==> src/rtl/atto_pkg.sv <==
// Shared constants for the atto_core_p register-file core: opcodes, FSM
// state encoding, ALU operation codes and fixed register roles.
package atto_pkg;

    // Opcodes live in the top three bits of IR.
    localparam logic [2:0] OP_NOP = 3'd0;
    localparam logic [2:0] OP_JMP = 3'd1;
    localparam logic [2:0] OP_ALU = 3'd2;
    localparam logic [2:0] OP_LDI = 3'd3;
    localparam logic [2:0] OP_LD  = 3'd4;
    localparam logic [2:0] OP_ST  = 3'd5;
    localparam logic [2:0] OP_MOV = 3'd6;
    localparam logic [2:0] OP_HLT = 3'd7;

    typedef enum logic [2:0] {
        ST_RST,
        ST_FETCH,
        ST_DECODE,
        ST_IMM,
        ST_MRD,
        ST_MWR,
        ST_HALT
    } state_e;

    // ALU operation codes (IR[3:0]); 8..15 pass A through.
    localparam logic [3:0] ALU_ADD = 4'd0;
    localparam logic [3:0] ALU_SUB = 4'd1;
    localparam logic [3:0] ALU_AND = 4'd2;
    localparam logic [3:0] ALU_OR  = 4'd3;
    localparam logic [3:0] ALU_XOR = 4'd4;
    localparam logic [3:0] ALU_NOT = 4'd5;
    localparam logic [3:0] ALU_SHL = 4'd6;
    localparam logic [3:0] ALU_SHR = 4'd7;

    // Fixed register roles; r8 and above are general purpose.
    localparam int unsigned R_ADDR_L = 0;
    localparam int unsigned R_ADDR_H = 1;
    localparam int unsigned R_PC_L   = 2;
    localparam int unsigned R_PC_H   = 3;
    localparam int unsigned R_IR     = 4;
    localparam int unsigned R_A      = 5;
    localparam int unsigned R_B      = 6;
    localparam int unsigned R_Y      = 7;

endpackage

==> src/rtl/atto_core_p_if.sv <==
// Split read/write memory port with a req/ready handshake.
// The core is the master; memory or the bus fabric is the slave.
interface atto_core_p_if #(
    parameter int unsigned DATA_W = 8,
    parameter int unsigned ADDR_W = 16
);
    logic              mem_req;
    logic              mem_we;
    logic [ADDR_W-1:0] mem_addr;
    logic [DATA_W-1:0] mem_wdata;
    logic [DATA_W-1:0] mem_rdata;
    logic              mem_ready;

    modport master (
        output mem_req,
        output mem_we,
        output mem_addr,
        output mem_wdata,
        input  mem_rdata,
        input  mem_ready
    );

    modport slave (
        input  mem_req,
        input  mem_we,
        input  mem_addr,
        input  mem_wdata,
        output mem_rdata,
        output mem_ready
    );
endinterface

==> src/rtl/atto_alu_p.sv <==
// Combinational ALU for atto_core_p: DATA_W-bit result, no flags.
module atto_alu_p
    import atto_pkg::*;
#(
    parameter int unsigned DATA_W = 8
) (
    input  logic [3:0]        op_i,
    input  logic [DATA_W-1:0] a_i,
    input  logic [DATA_W-1:0] b_i,
    output logic [DATA_W-1:0] y_o
);

    // Decode the operation; unlisted codes pass A through.
    always_comb begin
        y_o = a_i;
        case (op_i)
            ALU_ADD: y_o = a_i + b_i;
            ALU_SUB: y_o = a_i - b_i;
            ALU_AND: y_o = a_i & b_i;
            ALU_OR:  y_o = a_i | b_i;
            ALU_XOR: y_o = a_i ^ b_i;
            ALU_NOT: y_o = ~a_i;
            ALU_SHL: y_o = {a_i[DATA_W-2:0], 1'b0};
            ALU_SHR: y_o = {1'b0, a_i[DATA_W-1:1]};
            default: y_o = a_i;
        endcase
    end

endmodule

==> src/rtl/atto_core_p.sv <==
// Parametrised multicycle register-file core. PC, address pointer, IR and
// ALU operands all live in the register file; memory is reached through a
// split read/write port whose ready input may insert wait states.
module atto_core_p
    import atto_pkg::*;
#(
    parameter int unsigned DATA_W  = 8,
    parameter int unsigned ADDR_W  = 16,
    parameter int unsigned REG_CNT = 16
) (
    input  logic              clock,
    input  logic              reset,
    atto_core_p_if.master     mem,
    output logic              halted,
    output logic [ADDR_W-1:0] dbg_pc
);

    localparam int unsigned RIDX_W = $clog2(REG_CNT);
    localparam int unsigned PAIR_W = 2 * DATA_W;

    typedef logic [DATA_W-1:0] word_t;
    typedef logic [RIDX_W-1:0] ridx_t;
    typedef logic [PAIR_W-1:0] pair_t;

    localparam ridx_t IDX_ADDR_L = ridx_t'(R_ADDR_L);
    localparam ridx_t IDX_ADDR_H = ridx_t'(R_ADDR_H);
    localparam ridx_t IDX_PC_L   = ridx_t'(R_PC_L);
    localparam ridx_t IDX_PC_H   = ridx_t'(R_PC_H);
    localparam ridx_t IDX_IR     = ridx_t'(R_IR);
    localparam ridx_t IDX_A      = ridx_t'(R_A);
    localparam ridx_t IDX_B      = ridx_t'(R_B);
    localparam ridx_t IDX_Y      = ridx_t'(R_Y);

    word_t             regs_q [REG_CNT];
    word_t             regs_d [REG_CNT];
    state_e            state_q, state_d;
    logic              req_q, req_d;
    logic              we_q, we_d;
    logic              halted_q, halted_d;
    logic [ADDR_W-1:0] addr_q, addr_d;
    word_t             wdata_q, wdata_d;

    // Decoded instruction fields and register-pair views.
    logic [2:0]        opcode;
    ridx_t             idx;
    logic [3:0]        aluop;
    pair_t             pc_pair_q, ad_pair_q;
    logic [ADDR_W-1:0] pc_q, pc_inc;
    logic              xfer;
    logic              jmp_taken;
    ridx_t             mov_src, mov_dst;
    word_t             alu_y;

    // Register-file write ports: one general port plus the PC pair.
    logic              wr_en;
    ridx_t             wr_idx;
    word_t             wr_data;
    logic              pc_we;
    logic [ADDR_W-1:0] pc_new;
    pair_t             pc_wr;
    pair_t             pc_pair_d, ad_pair_d;

    assign opcode    = regs_q[IDX_IR][DATA_W-1 -: 3];
    assign idx       = regs_q[IDX_IR][RIDX_W-1:0];
    assign aluop     = regs_q[IDX_IR][3:0];
    assign pc_pair_q = {regs_q[IDX_PC_H], regs_q[IDX_PC_L]};
    assign ad_pair_q = {regs_q[IDX_ADDR_H], regs_q[IDX_ADDR_L]};
    assign pc_q      = pc_pair_q[ADDR_W-1:0];
    assign pc_inc    = pc_q + 1'b1;
    assign xfer      = req_q & mem.mem_ready;
    // Conditional form (IR[0]=1) falls through when r7[0] is clear.
    assign jmp_taken = !(regs_q[IDX_IR][0] && !regs_q[IDX_Y][0]);
    assign mov_src   = mem.mem_rdata[2*RIDX_W-1:RIDX_W];
    assign mov_dst   = mem.mem_rdata[RIDX_W-1:0];

    atto_alu_p #(
        .DATA_W (DATA_W)
    ) u_alu (
        .op_i (aluop),
        .a_i  (regs_q[IDX_A]),
        .b_i  (regs_q[IDX_B]),
        .y_o  (alu_y)
    );

    // Next state and register-file writes; nothing moves unless a transfer completes.
    always_comb begin
        state_d = state_q;
        wr_en   = 1'b0;
        wr_idx  = '0;
        wr_data = '0;
        pc_we   = 1'b0;
        pc_new  = pc_inc;

        case (state_q)
            ST_RST: state_d = ST_FETCH;
            ST_FETCH: begin
                if (xfer) begin
                    wr_en   = 1'b1;
                    wr_idx  = IDX_IR;
                    wr_data = mem.mem_rdata;
                    pc_we   = 1'b1;
                    state_d = ST_DECODE;
                end
            end
            ST_DECODE: begin
                state_d = ST_FETCH;
                case (opcode)
                    OP_JMP: begin
                        pc_we  = jmp_taken;
                        pc_new = ad_pair_q[ADDR_W-1:0];
                    end
                    OP_ALU: begin
                        wr_en   = 1'b1;
                        wr_idx  = IDX_Y;
                        wr_data = alu_y;
                    end
                    OP_LDI, OP_MOV: state_d = ST_IMM;
                    OP_LD:          state_d = ST_MRD;
                    OP_ST:          state_d = ST_MWR;
                    OP_HLT:         state_d = ST_HALT;
                    default:        state_d = ST_FETCH;
                endcase
            end
            ST_IMM: begin
                if (xfer) begin
                    pc_we   = 1'b1;
                    state_d = ST_FETCH;
                    if (opcode == OP_LDI) begin
                        wr_en   = 1'b1;
                        wr_idx  = idx;
                        wr_data = mem.mem_rdata;
                    end else if (mov_src != mov_dst) begin
                        wr_en   = 1'b1;
                        wr_idx  = mov_dst;
                        wr_data = regs_q[mov_src];
                    end
                end
            end
            ST_MRD: begin
                if (xfer) begin
                    wr_en   = 1'b1;
                    wr_idx  = idx;
                    wr_data = mem.mem_rdata;
                    state_d = ST_FETCH;
                end
            end
            ST_MWR: begin
                if (xfer) begin
                    state_d = ST_FETCH;
                end
            end
            ST_HALT: state_d = ST_HALT;
            default: state_d = ST_RST;
        endcase

        // PC update first so a same-cycle write to r2/r3 overrides its byte.
        regs_d = regs_q;
        pc_wr  = pc_pair_q;
        pc_wr[ADDR_W-1:0] = pc_new;
        if (pc_we) begin
            regs_d[IDX_PC_H] = pc_wr[PAIR_W-1:DATA_W];
            regs_d[IDX_PC_L] = pc_wr[DATA_W-1:0];
        end
        if (wr_en) begin
            regs_d[wr_idx] = wr_data;
        end
    end

    // Memory-port outputs for the cycle after this edge, derived from next state.
    always_comb begin
        pc_pair_d = {regs_d[IDX_PC_H], regs_d[IDX_PC_L]};
        ad_pair_d = {regs_d[IDX_ADDR_H], regs_d[IDX_ADDR_L]};
        // Leaving RST spends one idle FETCH cycle before the first request.
        req_d     = (state_q != ST_RST) &&
                    (state_d inside {ST_FETCH, ST_IMM, ST_MRD, ST_MWR});
        we_d      = req_d && (state_d == ST_MWR);
        addr_d    = '0;
        if (req_d) begin
            addr_d = (state_d inside {ST_MRD, ST_MWR}) ? ad_pair_d[ADDR_W-1:0]
                                                        : pc_pair_d[ADDR_W-1:0];
        end
        wdata_d   = we_d ? regs_d[idx] : '0;
        halted_d  = (state_d == ST_HALT);
    end

    // State, register file and registered port outputs.
    always_ff @(posedge clock) begin
        if (reset) begin
            state_q  <= ST_RST;
            req_q    <= 1'b0;
            we_q     <= 1'b0;
            addr_q   <= '0;
            wdata_q  <= '0;
            halted_q <= 1'b0;
            for (int unsigned i = 0; i < REG_CNT; i++) begin
                regs_q[i] <= '0;
            end
        end else begin
            state_q  <= state_d;
            req_q    <= req_d;
            we_q     <= we_d;
            addr_q   <= addr_d;
            wdata_q  <= wdata_d;
            halted_q <= halted_d;
            regs_q   <= regs_d;
        end
    end

    assign mem.mem_req   = req_q;
    assign mem.mem_we    = we_q;
    assign mem.mem_addr  = addr_q;
    assign mem.mem_wdata = wdata_q;
    assign halted        = halted_q;
    assign dbg_pc        = pc_q;

endmodule

==> src/flat_wrapper.sv <==
// flat-port wrapper written by rule: the top's interface ports become plain ports
module atto_core_p_flat import atto_pkg::*;
#(
    parameter int unsigned DATA_W  = 8,
    parameter int unsigned ADDR_W  = 16,
    parameter int unsigned REG_CNT = 16
)
  (clock, reset, halted, dbg_pc, mem_mem_req, mem_mem_we, mem_mem_addr, mem_mem_wdata, mem_mem_rdata, mem_mem_ready);
  atto_core_p_if #(.DATA_W(DATA_W), .ADDR_W(ADDR_W)) mem_i ();
  input  logic clock;
  input  logic reset;
  output logic halted;
  output logic [ADDR_W-1:0] dbg_pc;
  output wire logic [$bits(mem_i.mem_req)-1:0] mem_mem_req;
  output wire logic [$bits(mem_i.mem_we)-1:0] mem_mem_we;
  output wire logic [$bits(mem_i.mem_addr)-1:0] mem_mem_addr;
  output wire logic [$bits(mem_i.mem_wdata)-1:0] mem_mem_wdata;
  input wire logic [$bits(mem_i.mem_rdata)-1:0] mem_mem_rdata;
  input wire logic [$bits(mem_i.mem_ready)-1:0] mem_mem_ready;
  assign mem_mem_req = mem_i.mem_req;
  assign mem_mem_we = mem_i.mem_we;
  assign mem_mem_addr = mem_i.mem_addr;
  assign mem_mem_wdata = mem_i.mem_wdata;
  assign mem_i.mem_rdata = mem_mem_rdata;
  assign mem_i.mem_ready = mem_mem_ready;
  atto_core_p #(.DATA_W(DATA_W), .ADDR_W(ADDR_W), .REG_CNT(REG_CNT)) u_core (.clock(clock), .reset(reset), .mem(mem_i), .halted(halted), .dbg_pc(dbg_pc));
endmodule
==> config.mk <==
export PLATFORM = sky130hd
export DESIGN_NAME = atto_core_p_flat
export DESIGN_NICKNAME = d
export VERILOG_FILES = /design/src/rtl/atto_pkg.sv /design/src/rtl/atto_core_p_if.sv /design/src/rtl/atto_alu_p.sv /design/src/rtl/atto_core_p.sv /design/src/flat_wrapper.sv
export SDC_FILE = /design/constraint.sdc
export NUM_CORES = 1
export LEC_CHECK = 0
export CAP_MARGIN = 5
export CORE_MARGIN = 3
export CORE_UTILIZATION = 40
export DETAILED_ROUTE_END_ITERATION = 8
export PLACE_DENSITY_LB_ADDON = 0.15
export SETUP_SLACK_MARGIN = 0.2
export SYNTH_ARGS = -nofsm -noshare
export SYNTH_HDL_FRONTEND = slang
export SYNTH_HIERARCHICAL = 1
export SYNTH_SLANG_ARGS = --single-unit
==> constraint.sdc <==
create_clock -name clock -period 4.98 [get_ports clock]
set_input_delay 0.996 -clock clock [delete_from_list [all_inputs] [get_ports clock]]
set_output_delay 0.996 -clock clock [all_outputs]
set_load 0.1 [all_outputs]
==> results of run 1 <==
## registers in the layout, summed over array words and instances, names as in the netlist
register	count
u_core/ad_pair_q	16
u_core/mem.mem_addr	16
u_core/mem.mem_req	1
u_core/halted	1
u_core/aluop	4
u_core/mem.mem_wdata	8
u_core/mem.mem_we	1
u_core/dbg_pc	16
u_core/opcode	3
u_core/regs_q	89
u_core/state_q	3
## cell type report
type,count,area (µm²),area share (%)
clock inverters,12,126,1.02
repair buffers,113,981,7.94
inverters,32,120,0.972
multi-input cells,951,7100,57.5
flip-flops and latches,158,3170,25.6
clock buffers,20,447,3.61
well taps,335,419,3.39
## through the flow
step | power, mW | worst slack [ns] | utilization, % | hold slack [ns] | cell area, µm²
after floorplan | 1.41 | 0.854 | - | 0.452 | 10900
final | 2.77 | 0.422 | 46.8 | 0.507 | 12400
after detailed placement | 1.47 | 0.227 | 44.5 | 0.481 | 11800
after global routing | 2.85 | 0.153 | 46.8 | 0.521 | 12400
after CTS | 2.78 | 0.372 | 46.7 | 0.497 | 12300
after global placement | 1.47 | 0.158 | 44.5 | 0.464 | 11800
## what timing repair did
| item | 4_1_cts | 5_1_grt |
|---|---|---|
| hold buffers | 0 | 0 |
| setup buffers | 0 | 0 |
| gates cloned | 0 | 0 |
| pin swaps | 0 | 0 |
| setup endpoints to repair | 1 | 2 |
| gates resized for setup | 1 | 3 |
## Yosys cell counts, types with 4 or more instances
| cell | instances |
|---|---|
| and4_1 | 4 |
| buf_4 | 22 |
| nand2_2 | 5 |
| a22o_1 | 4 |
| a311oi_1 | 4 |
| clkbuf_1 | 49 |
| nor2_1 | 216 |
| buf_2 | 23 |
| nand3_1 | 28 |
| o211ai_1 | 14 |
| a21oi_1 | 60 |
| nand2_1 | 62 |
| a31oi_1 | 9 |
| a221o_1 | 5 |
| mux4_2 | 41 |
| nor3b_1 | 5 |
| o22ai_1 | 23 |
| nand4_1 | 8 |
| mux2i_1 | 109 |
| a211o_1 | 7 |
| a22oi_1 | 8 |
| o21bai_1 | 4 |
| or3_1 | 6 |
| o32ai_1 | 4 |
| a32oi_1 | 7 |
| and3_1 | 18 |
| buf_6 | 7 |
| buf_1 | 5 |
| inv_1 | 30 |
| mux2_2 | 29 |
| dfxtp_1 | 158 |
| nor2b_1 | 23 |
| a211oi_1 | 25 |
| ha_1 | 25 |
| o21ai_0 | 45 |
| nor3_1 | 15 |
| o21ai_1 | 8 |
| a32o_1 | 6 |
| nand2b_1 | 12 |
| xnor2_1 | 13 |
## worst max-delay path by stage
| stage | from | to | slack [ns] |
|---|---|---|---|
| final | u_core/regs_q[72] | u_core/mem.mem_wdata[3] | 0.42 |
| after detailed placement | u_core/regs_q[72] | u_core/mem.mem_wdata[3] | 0.23 |
| after global routing | u_core/aluop[3] | u_core/mem.mem_wdata[6] | 0.15 |
| after global placement | u_core/regs_q[72] | u_core/mem.mem_wdata[3] | 0.16 |
| after CTS | u_core/regs_q[72] | u_core/mem.mem_wdata[3] | 0.37 |
| after floorplan | u_core/aluop[2] | u_core/mem.mem_wdata[6] | 0.85 |
## cells by family (layout without fill, tap and decap cells)
family	Yosys count	in the layout
muxes	183	183
AOI/OAI and AO/OA	278	278
xor gates and xnor gates	16	16
and+or+nand+nor	448	448
adders and majority gates	26	26
buffers and inverters	138	177
DFF	158	158
## worst max-delay path, stage by stage (launching register included)
cell and delay (ns):
dfxtp_1 0.43, inv_1 0.11, ha_1 0.30, mux2i_1 0.23
ha_1 0.29, nand2b_1 0.10, nand2b_1 0.06, a21oi_1 0.16
xor2_1 0.16, o221ai_1 0.27, nand4bb_1 0.20, o22ai_1 0.11
a21oi_1 0.34, a21bo_2 0.34, nor4_2 0.46, nor3_1 0.11
o311ai_2 0.34, and4bb_1 0.24, and4b_1 0.19
## power breakdown
group,switching (mW),internal (mW)
clock,0.607,0.717
combinational,0.121,0.0555
sequential,0.00686,1.27
total,0.735,2.04
## layer usage
layer | wire (µm) | track usage [%] | part of all wire (%)
met3 | 3320 | 4.39 | 8.0
met5 | 0 | 0 | 0
met4 | 1360 | 9.13 | 3.3
met1 | 18900 | 41.9 | 45
met2 | 18100 | 42.3 | 44
==> impl_metrics.csv, run 1 <==
group,metric,value,unit
floorplan,fp.dieH,171,µm
sta,tightestPinTransition,1.11,ns
synth,ys_async_sr_fraction,0,%
synth,synth_seq_cells,158,
hold_path,hold_class,"flop to flop",
synth,netlist_instances,1247,
place,dp.cells,1589,
clocking,cts.path.max_buffers,2,
cells_and_area,syn2layout_area_growth,13.3,%
worst_setup_path,r2r_end,"u_core/mem.mem_wdata[3]",
cells_and_area,final_common_cell,"nor2_1",
worst_setup_path,critPathMaxFanout,6,
synth,yosys.area_share.adder,3.05,%
global_route,grt.overflow.total,0,
global_route,antenna_found_initial,0,
run,maxCapViolCount,0,
route,viasPerCell,6.35,
worst_setup_path,required,5.30,ns
sta,slew_headroom,25.8,%
clocking,cts_buffers,17,
place,io_buffers,53,
sta,finalSetupViolCount,0,
floorplan,core_area,26400,µm²
global_route,grt_pass1_vias,9579,
sta,tns,0,ns
floorplan,die_x,171,µm
route,drt_wl_total,41700,µm
route,ant_nets,0,
global_route,grt_max_degree,98,
floorplan,dieArea,29300,µm²
floorplan,num_rows,59,
global_route,gr-usage-all-layers,28.4,%
synth,synth-xor-area-share,1.28,%
place,gp_congestion,0.984,
synth,netlist_area,10900,µm²
synth,synth.distinct_cells,102,
sta,rsz0062_at_grt,"yes",
sta,slew_violations,0,
synth,yosys.area.top_type_share,29.0,%
synth,synth_top_family_by_area,"multiplexers",
power,cellLeakagePower,4.70,nW
clocking,h-tree-depth,4,
worst_setup_path,startpoint_type,"flop",
global_route,grt_pass1_wl,62500,µm
route,wl_per_cell,25.7,µm
cells_and_area,nets,1310,
route,vias,10295,
clocking,tritoncts,"yes",
worst_setup_path,worstPathArrival,4.87,ns
worst_setup_path,r2r_slack,0.42,ns
place,hpwl,30900,µm
route,dr.pass1.iters,5,
synth,synth_edf_count,0,
sta,fmax,219,MHz
sta,hold_viol_final,0,
clocking,worstSkewPairLatency,0.44,ns
worst_setup_path,worstSetupPathType,"flop to flop",
route,drt_iter0_markers,1315,
synth,yosysWarningCount,6,
sta,period_needed,4.56,ns
synth,synth_mux_area_share,21.9,%
clocking,cts.sinks,158,
power,vdd_drop_max,0.138,mV
synth,netlist_top_cells_area,"dfxtp_1 29%, mux2i_1 10%, mux4_2 8.5%, nor2_1 7.4%, mux2_2 3.0%",
synth,yosysTopAreaCell,"dfxtp_1",
power,power_density,224,nW/µm²
sta,post-route-period-util,91.5,%
cells_and_area,layout-drive-gt1-share,16.8,%
cells_and_area,fill_cells,2552,
cells_and_area,layout_common_cells,"216 x nor2_1, 156 x dfxtp_1, 109 x mux2i_1",
synth,avgSynthCellArea,8.75,µm²
clocking,cts-root-buf,"clkbuf_16",
synth,synth_compound_area_share,18.0,%
cells_and_area,finalNonFillerCells,1621,
floorplan,start_util,41.3,%
hold_path,min_path_cells,2,
sta,clock_skew,0.0165,ns
worst_setup_path,worst_setup_path_end_kind,"flop",
synth,syn-num-nets,1284,
run_status,outcome,"finished clean",
synth,seq_area_frac_synth,29.0,%
synth,synthSimpleGateAreaFrac,20.6,%
hold_path,worstHoldStart,"u_core/regs_q[25]",
hold_path,hold_end,"u_core/regs_q[25]",
cells_and_area,antenna_cells,0,
synth,ys.flop_type,"dfxtp_1",
worst_setup_path,rr_startpoint,"u_core/regs_q[72]",
floorplan,ios,54,
worst_setup_path,reg2regPathDepth,18,
clocking,cts.clk_slew.worst_paths,0.07,ns
route,drc,0,
Note: power is estimated with default switching activity, not from simulation.
==> inputs of run 2 (changes only) <==
--- a/config.mk
+++ b/config.mk
@@ -6,6 +6,7 @@
 export NUM_CORES = 1
 export LEC_CHECK = 0
 export CAP_MARGIN = 5
+export CORE_ASPECT_RATIO = 0.8
 export CORE_MARGIN = 3
 export CORE_UTILIZATION = 40
 export DETAILED_ROUTE_END_ITERATION = 8
==> constraint.sdc (replaced) <==
create_clock -name clock -period 4.4 [get_ports clock]
set_input_delay 0.88 -clock clock [delete_from_list [all_inputs] [get_ports clock]]
set_output_delay 0.88 -clock clock [all_outputs]
set_load 0.1 [all_outputs]
==> impl_metrics.csv, run 2 (synthesized netlist as in run 1, its figures left out) <==
group,metric,value,unit
global_route,gr-usage-all-layers,29.3,%
floorplan,dieArea,29300,µm²
power,vdd_drop_max,0.289,mV
hold_path,min_path_cells,2,
sta,finalSetupViolCount,0,
cells_and_area,layout-drive-gt1-share,21.2,%
sta,post-route-period-util,94.3,%
clocking,cts.sinks,158,
cells_and_area,regMostFlops,"u_core/regs_q",
worst_setup_path,worstSetupPathType,"flop to flop",
clocking,h-tree-depth,4,
clocking,cts-root-buf,"clkbuf_16",
cells_and_area,nets,1356,
cells_and_area,largest_register_ffs,89,
clocking,worstSkewPairLatency,0.44,ns
sta,fmax,241,MHz
sta,slew_headroom,27.5,%
power,p_sw,797,µW
clocking,cts.path.max_buffers,2,
floorplan,fp.dieH,154,µm
route,ant_nets,0,
clocking,cts_buffers,17,
sta,period_needed,4.15,ns
power,power_density,244,nW/µm²
place,gp_congestion,1.00,
global_route,grt_pass1_vias,9952,
power,cellLeakagePower,4.95,nW
clocking,cts.clk_slew.worst_paths,0.07,ns
floorplan,num_rows,53,
power,swShare,25.3,%
route,drc,0,
sta,slew_violations,0,
route,dr.pass1.iters,6,
sta,rsz0062_at_grt,"yes",
power,power_frac_clock,47.5,%
worst_setup_path,startpoint_type,"flop",
run,maxCapViolCount,0,
cells_and_area,antenna_cells,0,
floorplan,die_x,191,µm
global_route,grt_pass1_wl,64200,µm
floorplan,start_util,41.1,%
worst_setup_path,required,4.72,ns
power,combPwrFrac,6.8,%
global_route,grt.overflow.total,0,
route,drt_wl_total,43200,µm
floorplan,ios,54,
hold_path,hold_class,"flop to flop",
place,hpwl,32400,µm
global_route,grt_max_degree,90,
clocking,tritoncts,"yes",
sta,clock_skew,0.0125,ns
cells_and_area,final_common_cell,"nor2_1",
worst_setup_path,r2r_slack,0.25,ns
global_route,antenna_found_initial,1,
place,place_area,12100,µm²
power,p_int,2.36,mW
worst_setup_path,worstPathArrival,4.47,ns
cells_and_area,layout_common_cells,"216 x nor2_1, 156 x dfxtp_1, 103 x buf_4",
floorplan,core_area,26500,µm²
route,viasPerCell,6.20,
run_status,outcome,"finished clean",
worst_setup_path,worst_setup_path_end_kind,"flop",
sta,hold_viol_final,0,
route,vias,10467,
clocking,cts-hold-fix-buffers,0,
cells_and_area,fin_area,12900,µm²
sta,tns,0,ns
worst_setup_path,reg2regPathDepth,17,
worst_setup_path,critPathMaxFanout,6,
route,drt_iter0_markers,1307,
sta,tightestPinTransition,1.08,ns
route,wl_per_cell,25.6,µm
cells_and_area,syn2layout_area_growth,18.4,%
power,power_frac_seq,45.7,%
place,io_buffers,53,
-- run 2: changes by cell type in the layout (fill, tap and decap cells not counted), sizes merged --
| cell | before | now |
|---|---|---|
| clkinvlp | 4 | 1 |
| clkbuf | 20 | 19 |
| buf | 63 | 109 |
| inv | 36 | 33 |
| bufinv | 1 | 2 |
| clkinv | 3 | 8 |
-- run 2: area by class of cell --
type,instances,area [µm²]
clock buffer,19,443
sequential,158,3170
fill,2592,13600
multi-input combinational,951,7240
timing repair buffer,159,1360
inverter,32,120
clock inverter,12,135
tap,357,447
-- run 2: what timing repair did --
item / CTS / global route
pin swaps: 0 / 15
resized for setup: 2 / 36
setup endpoints to repair: 2 / 6
setup buffers: 0 / 3
-- run 2: power groups by stage --
stage / combinational [mW] / sequential, mW / clock (mW)
3_3_place_gp: 0.202 / 1.47 / 0
6_report: 0.213 / 1.44 / 1.50
3_5_place_dp: 0.202 / 1.47 / 0
5_1_grt: 0.223 / 1.44 / 1.58
4_1_cts: 0.203 / 1.44 / 1.51
2_1_floorplan: 0.124 / 1.48 / 0
-- run 2: path summary, 6_finish.rpt --
path / from / endpoint
max: u_core/aluop[1] / u_core/mem.mem_wdata[6]
min: u_core/regs_q[25] / u_core/regs_q[25]
max reg2reg: u_core/aluop[1] / u_core/mem.mem_wdata[6]
min reg2reg: u_core/regs_q[25] / u_core/regs_q[25]
-- run 2: worst max-delay path, cell delays in order, from the launching register on --
cell and delay [ns]:
dfxtp_2 0.34, nor4b_4 0.36, buf_4 0.19, a21oi_1 0.05, xnor2_1 0.14, ha_1 0.38
o21ai_2 0.18, o21bai_1 0.10, a21oi_2 0.16, o22ai_1 0.09, a221o_1 0.33, nand3_2 0.10
nor4b_4 0.27, a21oi_4 0.12, mux2_1 0.29, mux4_2 0.45, or2_1 0.25, a32o_1 0.23
-- run 2: stage by stage --
step	util, %	setup WS [ns]	hold WS, ns	power, mW	std cells
floorplan	-	0.274	0.452	1.60	1247
global placement	45.7	0.0685	0.461	1.68	1654
detailed placement	45.7	0.125	0.472	1.67	1654
CTS	47.9	0.201	0.482	3.16	1685
global route	48.7	0.0415	0.506	3.24	1688
finish	48.7	0.249	0.488	3.15	1688
-- run 2: routing by layer --
| layer | wire (µm) | GRT usage, % | up-vias | share of wire (%) |
|---|---|---|---|---|
| met5 | 0 | 0 | - | 0 |
| met4 | 991 | 7.37 | 0 | 2.3 |
| met3 | 4850 | 8.73 | 71 | 11 |
| met2 | 17700 | 41.3 | 600 | 41 |
| met1 | 19700 | 43.5 | 5078 | 46 |
| li1 | - | - | 4718 | - |
